File: src/rtl/muldiv_unit.sv
// muldiv_unit: iterative radix-2 MULT/MULTU/DIV/DIVU with architectural HI/LO registers.
// Magnitudes are processed unsigned over WIDTH steps and sign-corrected in FIX.
module muldiv_unit #(
    parameter int WIDTH = 32
) (
    input  logic             clk,
    input  logic             reset,
    input  logic             start,
    input  logic [1:0]       op,
    input  logic [WIDTH-1:0] A,
    input  logic [WIDTH-1:0] B,
    input  logic             hi_we,
    input  logic             lo_we,
    input  logic [WIDTH-1:0] wdata,
    output logic             busy,
    output logic             done,
    output logic [WIDTH-1:0] HI,
    output logic [WIDTH-1:0] LO
);
    localparam int CW = $clog2(WIDTH);
    typedef enum logic [1:0] {IDLE, CALC, FIX} state_t;
    state_t             r_state;
    logic               r_div, r_sign_q, r_sign_r, r_dz, r_busy, r_done;
    logic [CW-1:0]      r_cnt;
    logic [WIDTH-1:0]   r_a, r_b, r_q, r_rem, r_hi, r_lo;
    logic               w_signed;
    logic [WIDTH-1:0]   w_mag_a, w_mag_b, w_quo, w_rmd;
    logic [WIDTH:0]     w_sum, w_shift;
    logic [WIDTH+1:0]   w_diff;
    logic [2*WIDTH-1:0] w_prod, w_prod_fix;
    assign w_signed = ~op[0];
    assign w_mag_a  = (w_signed & A[WIDTH-1]) ? -A : A;
    assign w_mag_b  = (w_signed & B[WIDTH-1]) ? -B : B;
    // multiply: {r_rem, r_q} is the accumulator with the multiplier shifting out of r_q
    assign w_sum    = {1'b0, r_rem} + {1'b0, r_q[0] ? r_a : {WIDTH{1'b0}}};
    // divide: r_q shifts the dividend out and the quotient in; r_rem is the partial remainder
    assign w_shift  = {r_rem, r_q[WIDTH-1]};
    assign w_diff   = {1'b0, w_shift} - {2'b00, r_b};
    assign w_prod   = {r_rem, r_q};
    assign w_prod_fix = r_sign_q ? -w_prod : w_prod;
    // a zero divisor leaves an all-ones quotient that must not be negated
    assign w_quo    = (r_sign_q & ~r_dz) ? -r_q : r_q;
    assign w_rmd    = r_sign_r ? -r_rem : r_rem;
    assign busy = r_busy;
    assign done = r_done;
    assign HI   = r_hi;
    assign LO   = r_lo;
    always_ff @(posedge clk or negedge reset) begin
        if (!reset) begin
            r_state  <= IDLE;
            r_busy   <= 1'b0;
            r_done   <= 1'b0;
            r_cnt    <= '0;
            r_hi     <= '0;
            r_lo     <= '0;
            r_div    <= 1'b0;
            r_sign_q <= 1'b0;
            r_sign_r <= 1'b0;
            r_dz     <= 1'b0;
            r_a      <= '0;
            r_b      <= '0;
            r_q      <= '0;
            r_rem    <= '0;
        end else begin
            r_done <= 1'b0;
            case (r_state)
                IDLE: begin
                    if (start) begin
                        r_div    <= op[1];
                        r_sign_q <= w_signed & (A[WIDTH-1] ^ B[WIDTH-1]);
                        r_sign_r <= w_signed & A[WIDTH-1];
                        r_dz     <= (B == '0);
                        r_a      <= w_mag_a;
                        r_b      <= w_mag_b;
                        r_q      <= op[1] ? w_mag_a : w_mag_b;
                        r_rem    <= '0;
                        r_cnt    <= '0;
                        r_busy   <= 1'b1;
                        r_state  <= CALC;
                    end else begin
                        if (hi_we) r_hi <= wdata;
                        if (lo_we) r_lo <= wdata;
                    end
                end
                CALC: begin
                    if (r_div) begin
                        r_rem <= w_diff[WIDTH+1] ? w_shift[WIDTH-1:0] : w_diff[WIDTH-1:0];
                        r_q   <= {r_q[WIDTH-2:0], ~w_diff[WIDTH+1]};
                    end else begin
                        r_rem <= w_sum[WIDTH:1];
                        r_q   <= {w_sum[0], r_q[WIDTH-1:1]};
                    end
                    r_cnt <= r_cnt + 1'b1;
                    if (r_cnt == CW'(WIDTH-1)) r_state <= FIX;
                end
                FIX: begin
                    r_hi    <= r_div ? w_rmd : w_prod_fix[2*WIDTH-1:WIDTH];
                    r_lo    <= r_div ? w_quo : w_prod_fix[WIDTH-1:0];
                    r_done  <= 1'b1;
                    r_busy  <= 1'b0;
                    r_state <= IDLE;
                end
                default: r_state <= IDLE;
            endcase
        end
    end
endmodule

File: config.mk
export PLATFORM = sky130hd
export DESIGN_NAME = muldiv_unit
export DESIGN_NICKNAME = d
export VERILOG_FILES = /design/src/rtl/muldiv_unit.sv
export SDC_FILE = /design/constraint.sdc
export NUM_CORES = 1
export LEC_CHECK = 0
export ABC_AREA = 1
export CORE_UTILIZATION = 45
export CTS_BUF_LIST = sky130_fd_sc_hd__clkbuf_16
export CTS_CLUSTER_SIZE = 10
export DETAILED_ROUTE_END_ITERATION = 6
export DONT_BUFFER_PORTS = 1
export GPL_TIMING_DRIVEN = 1
export PLACE_DENSITY = 0.7
export SLEW_MARGIN = 20
export SYNTH_ARGS = -nofsm -noshare
export SYNTH_HDL_FRONTEND = slang
export SYNTH_SLANG_ARGS = --single-unit
File: constraint.sdc
create_clock -name clk -period 7.46 [get_ports clk]
set_clock_uncertainty 0.2 [all_clocks]
set_input_delay 0.373 -clock clk [delete_from_list [all_inputs] [get_ports clk]]
set_output_delay 0.373 -clock clk [all_outputs]
set_load 0.1 [all_outputs]
# After elaboration in Yosys (flattened, before gate mapping)
# Index checks and enable logic that the tools add are counted.
[totals]
register_bits = 205
inputBits = 103
out_inout_bits = 66
word_cells = 78
[op_classes]
add_sub_neg = 8
n_eq_ne = 8
mux = 30
bitwise_logic = 8
n_reduce_logical = 10
[op_table]
columns = ["cell", "count"]
rows = [
  ["32-bit 2-to-1 mux", 17],
  ["32-bit case mux with 2 select lines", 4],
  ["32-bit negation", 4],
  ["64-bit 2-to-1 mux", 1],
  ["64-bit negation", 1],
  ["33-bit by 32-bit subtractor with 34-bit output", 1],
  ["32-bit by 32-bit adder with 33-bit output", 1],
  ["32-bit logical NOT", 1],
  ["2-bit inequality test (second input constant)", 5],
  ["5-bit case mux with 2 select lines", 1],
  ["2-bit AND reduction", 4],
  ["3-bit AND reduction", 2],
  ["5-bit by 1-bit adder with 5-bit output (second input constant)", 1],
  ["5-bit equality test (second input constant)", 1],
  ["5-bit 2-to-1 mux", 1],
  ["1-bit AND", 4],
  ["2-bit 2-to-1 mux", 2],
  ["2-bit case mux with 2 select lines", 1],
  ["2-bit nonzero test", 2],
  ["1-bit NOT", 3],
  ["2-bit by 1-bit equality test with 1-bit output (second input constant)", 1],
  ["2-bit equality test (second input constant)", 1],
  ["2-bit logical NOT", 1],
  ["1-bit 2-to-1 mux", 2],
  ["2 further kinds", 2],
]

# Longest topological paths before layout
[logic_depth]
word_depth = 6
ltp_mapped = 20
mapped_depth_nobuf = 18

# Least setup slack after synthesis
# No wires, ideal clock.
[synth_path]
kind = "register to register"
from = "register r_q[0]"
to = "register r_rem[27]"
setup_ns = 0.116
arrival_ns = 2.305
t_required_ns = 7.144
path_slack_ns = 4.839
path_stages_with_launch = 20
path_buffers = 2
synth_period_minus_slack_ns = 2.621
cell_sequence = "dfrtp_1 > buf_2 > clkbuf_1 > nand2_1 > inv_1 > ha_1 > inv_1 > fa_1 > inv_1 > nand3_1 > nand3_1 > nand3_1 > nand3b_1 > nand2_1 > nand3_1 > nand2_1 > nor2_1 > nor2_1 > nand2_1 > nand2_1"
[synth_between]
elab_chain_cells = 4
[synth_rtl]
columns = ["item", "line_no", "source"]
rows = [
  ["from (decl)", "25", "logic [WIDTH-1:0] r_a, r_b, r_q, r_rem, r_hi, r_lo;"],
  ["from (signal assigned)", "75", "r_q <= op[1] ? w_mag_a : w_mag_b;"],
  ["from (signal assigned)", "88", "r_q <= {r_q[WIDTH-2:0], ~w_diff[WIDTH+1]};"],
  ["from (signal assigned)", "91", "r_q <= {w_sum[0], r_q[WIDTH-1:1]};"],
  ["32-bit 2-to-1 mux", "35", "assign w_sum = {1'b0, r_rem} + {1'b0, r_q[0] ? r_a : {WIDTH{1'b0}}};"],
  ["32-bit by 32-bit adder with 33-bit output", "35", ""],
  ["32-bit 2-to-1 mux", "86", "if (r_div) begin"],
  ["32-bit case mux with 2 select lines", "66", "case (r_state)"],
  ["to (signal assigned)", "87", "r_rem <= w_diff[WIDTH+1] ? w_shift[WIDTH-1:0] : w_diff[WIDTH-1:0];"],
  ["to (signal assigned)", "90", "r_rem <= w_sum[WIDTH:1];"],
  ["to (decl)", "25", ""],
]
# No other way between the ends.
# A chain may end at the register's enable or synchronous reset.

# Worst setup path after layout
[layout_path]
from = "input port op[0]"
to = "register r_q[26]"
[layout_between]
elab_chain_cells = 6
elab_cells_between_ends = 8
classes_between = "5 x mux; 3 x bitwise"
[layout_rtl]
columns = ["item", "line_no", "source"]
rows = [
  ["from (decl)", "9", "input logic [1:0] op,"],
  ["1-bit NOT (*)", "31", "assign w_signed = ~op[0];"],
  ["1-bit AND (on tied branches)", "33, 32", ""],
  ["32-bit 2-to-1 mux (on tied branches)", "33, 32", ""],
  ["32-bit 2-to-1 mux (*)", "75", ""],
  ["32-bit 2-to-1 mux (*)", "68", "if (start) begin"],
  ["32-bit case mux with 2 select lines (*)", "66", ""],
]
# Every way passes the cells marked *; elsewhere a longest branch is shown, timed or not. The select of a mux whose other input is x is not followed.

==> impl_metrics.env <==
export IMPL_instances_no_fill=3773
export IMPL_ys_flop_type="dfrtp_1"
export IMPL_cts_tree="built"
export IMPL_area_growth_pct=10.5
export IMPL_port_buffers=0
export IMPL_cts_sinks=205
export IMPL_grt_total_usage_pct=34.3
export IMPL_drive_gt1_share_pct=3.59
export IMPL_placed_area_um2=19700
export IMPL_critPathLaunchType="input port"
export IMPL_viasPerCell=5.72
export IMPL_post_route_util_pct=50.6
export IMPL_io_pins=169
export IMPL_report_final_slew_viol_count=0
export IMPL_postSynthNetCount=3369
export IMPL_grt_pass1_wl_um=115000
export IMPL_drtIter0Drc=2840
export IMPL_crit_type="in -> reg"
export IMPL_antenna_left=0
export IMPL_grt_max_degree=206
export IMPL_drc_errors=0
export IMPL_worstPathArrival_ns=3.83
export IMPL_min_period_over_period_pct=48.2
export IMPL_setup_violations=0
export IMPL_setup_tns_final_ns=0
export IMPL_root_buffer="clkbuf_16"
export IMPL_synth_seq_cells=205
export IMPL_cap_violations=0
export IMPL_tightest_slew_ns=1.09
export IMPL_hp_class="in -> reg"
export IMPL_finalCriticalPeriod_ns=3.60
export IMPL_via_count=21600
export IMPL_synthCells=3194
export IMPL_antenna_found_initial=4
export IMPL_globalplace_congestion=1.05
export IMPL_nets=3397
export IMPL_core_area_um2=42100
export IMPL_clk_latency_ns=0.57
export IMPL_die_h_um=209
export IMPL_finalHoldViolations=0
export IMPL_ys_types=52
export IMPL_routedWlPerCell_um=20.2
export IMPL_routed_wl_um=76200
export IMPL_dp_cells=3647
export IMPL_initial_core_util_pct=45.8
export IMPL_cts_resized=0
export IMPL_std_cell_rows=75
export IMPL_die_area_um2=43700
export IMPL_dpl_hpwl_um=58200
export IMPL_worst_r2r_setup_slack_ns=4.02
export IMPL_fmax_mhz=278
export IMPL_synth_async_sr_flop_share_pct=100
export IMPL_die_width_um=209
export IMPL_crit_required_ns=7.69
export IMPL_clockBufferDepth=3
export IMPL_grt_pass1_vias=19700
export IMPL_critPathCaptureType="flip-flop"
export IMPL_rsz0062_at_grt="false"
export IMPL_clk_pin_slew_worst_paths_ns=0.06
export IMPL_synth_edff_count=0
export IMPL_final_area_um2=21300
export IMPL_relSlewSlack_pct=26.8
export IMPL_cts_buffers=26
export IMPL_first_pass_iters=6
export IMPL_gr_total_overflow=0
export IMPL_status="finished clean"
export IMPL_mappedNetlistArea_um2=19300
export IMPL_yosysWarningCount=0
export IMPL_avgSynthCellArea_um2=6.04
export IMPL_critPathMaxFanout=26
export IMPL_htree_levels=1
export IMPL_seq_area_frac_synth_pct=26.6
==> layer usage <==
layer / share of wire, % / up-vias / GRT usage, % / wire length (µm)
met3: 12 / 205 / 7.98 / 9430
li1: - / 10300 / - / -
met4: 4.9 / 2 / 13.8 / 3750
met2: 41 / 1249 / 50.2 / 31100
met1: 42 / 9860 / 48.4 / 31900
met5: 0.018 / - / 0 / 14
==> synth_stat cells (7+ instances only) <==
library cell     n  area [µm²]
o21ai_1         20         100
ha_1            70         876
nor2_2          11        68.8
a21boi_1         7        52.6
nor2_1         302        1130
a21boi_0         9        67.6
nand2_2          9        56.3
a21oi_1        194         971
or2_0            7        43.8
inv_1          444        1670
buf_2           25         125
nand3b_1        29         218
nand4_1         29         181
buf_1           10        37.5
inv_2            9        33.8
a2bb2oi_1       27         236
nand3_1        267        1340
xor2_1          83         727
or2_2           13        81.3
nor3_1          38         190
or2_1            9        56.3
o21ai_0        189         946
xnor2_1         11        96.3
dfrtp_1        205        5130
o21bai_1        11        82.6
o211ai_1        16         120
nand2_1       1008        3780
a31oi_1          9        56.3
clkbuf_1        65         244
==> final timing paths <==
check                       endpoint    start  cells past startpoint
setup / recovery             r_q[26]    op[0]                     11
hold / removal               r_b[23]    B[23]                      4
setup reg to reg              LO[12]    r_div                      8
hold reg to reg              r_a[24]  r_a[24]                      2
max in group asynchronous       busy    reset                      3
min in group asynchronous  r_rem[24]    reset                      2
==> area by class of cell <==
type                            instances  area (µm²)
Tap cell                              539         674
Fill cell                            4324       20800
Sequential cell                       205        5130
Multi-Input combinational cell       2427       12000
Clock inverter                         11        73.8
Inverter                              458        1720
Antenna cell                            2        5.00
Timing Repair Buffer                  104        1030
Clock buffer                           27         676
==> kinds of logic after synthesis <==
group           Yosys count  share of synthesized area, %
simple gates           1743                          38.0
fa+ha+maj                72                          4.74
xor+xnor                 94                          4.26
compound gates          518                          15.2
flops                   205                          26.6
buf+inv                 562                          11.3
==> critical path, cell delays in order <==
cell and delay [ns]:
dlygate4sd3_1 0.57, inv_1 0.08, nand2_1 0.34, clkinv_1 0.69, nand2_1 0.37, nand2_1 0.16, a21oi_1 0.31, nand3_1 0.16
nand3_1 0.13, nand4_1 0.08, dlygate4sd3_1 0.56
==> layout by cell type, fill, tap and decap left out, drive strengths merged, types with 29 or more instances in the layout <==
cell         count
nand2         1018
inv            455
nor2           319
nand3          270
o21ai          209
dfrtp          205
a21oi          196
dlygate4sd3     84
xor2            83
ha              70
nor3            40
nand3b          29
nand4           29
or2             29
==> sequential cells by signal, summed over array words and instances, names as in the netlist <==
| register | count |
|---|---|
| r_dz | 1 |
| r_state | 2 |
| LO | 32 |
| r_div | 1 |
| r_rem | 32 |
| r_sign_q | 1 |
| r_sign_r | 1 |
| busy | 1 |
| r_a | 32 |
| HI | 32 |
| r_b | 32 |
| r_cnt | 5 |
| done | 1 |
| r_q | 32 |
==> per-stage QoR <==
stage,setup slack [ns],hold slack (ns)
floorplan,4.84,-0.123
global placement,4.04,-0.102
detailed placement,4.25,-0.102
CTS,3.99,0.00209
global route,3.69,0.0173
finish,3.86,0.00904
==> timing repair <==
action                                  4_1_cts  5_1_grt
endpoints found under the hold margin       327        0
endpoints found under the setup margin        0        0
setup buffers                                 0        0
hold buffers                                 85        0
Power is left out: the tool's default activity adds up to more than one toggle a clock period on the data nets, which glitch-free logic cannot reach.
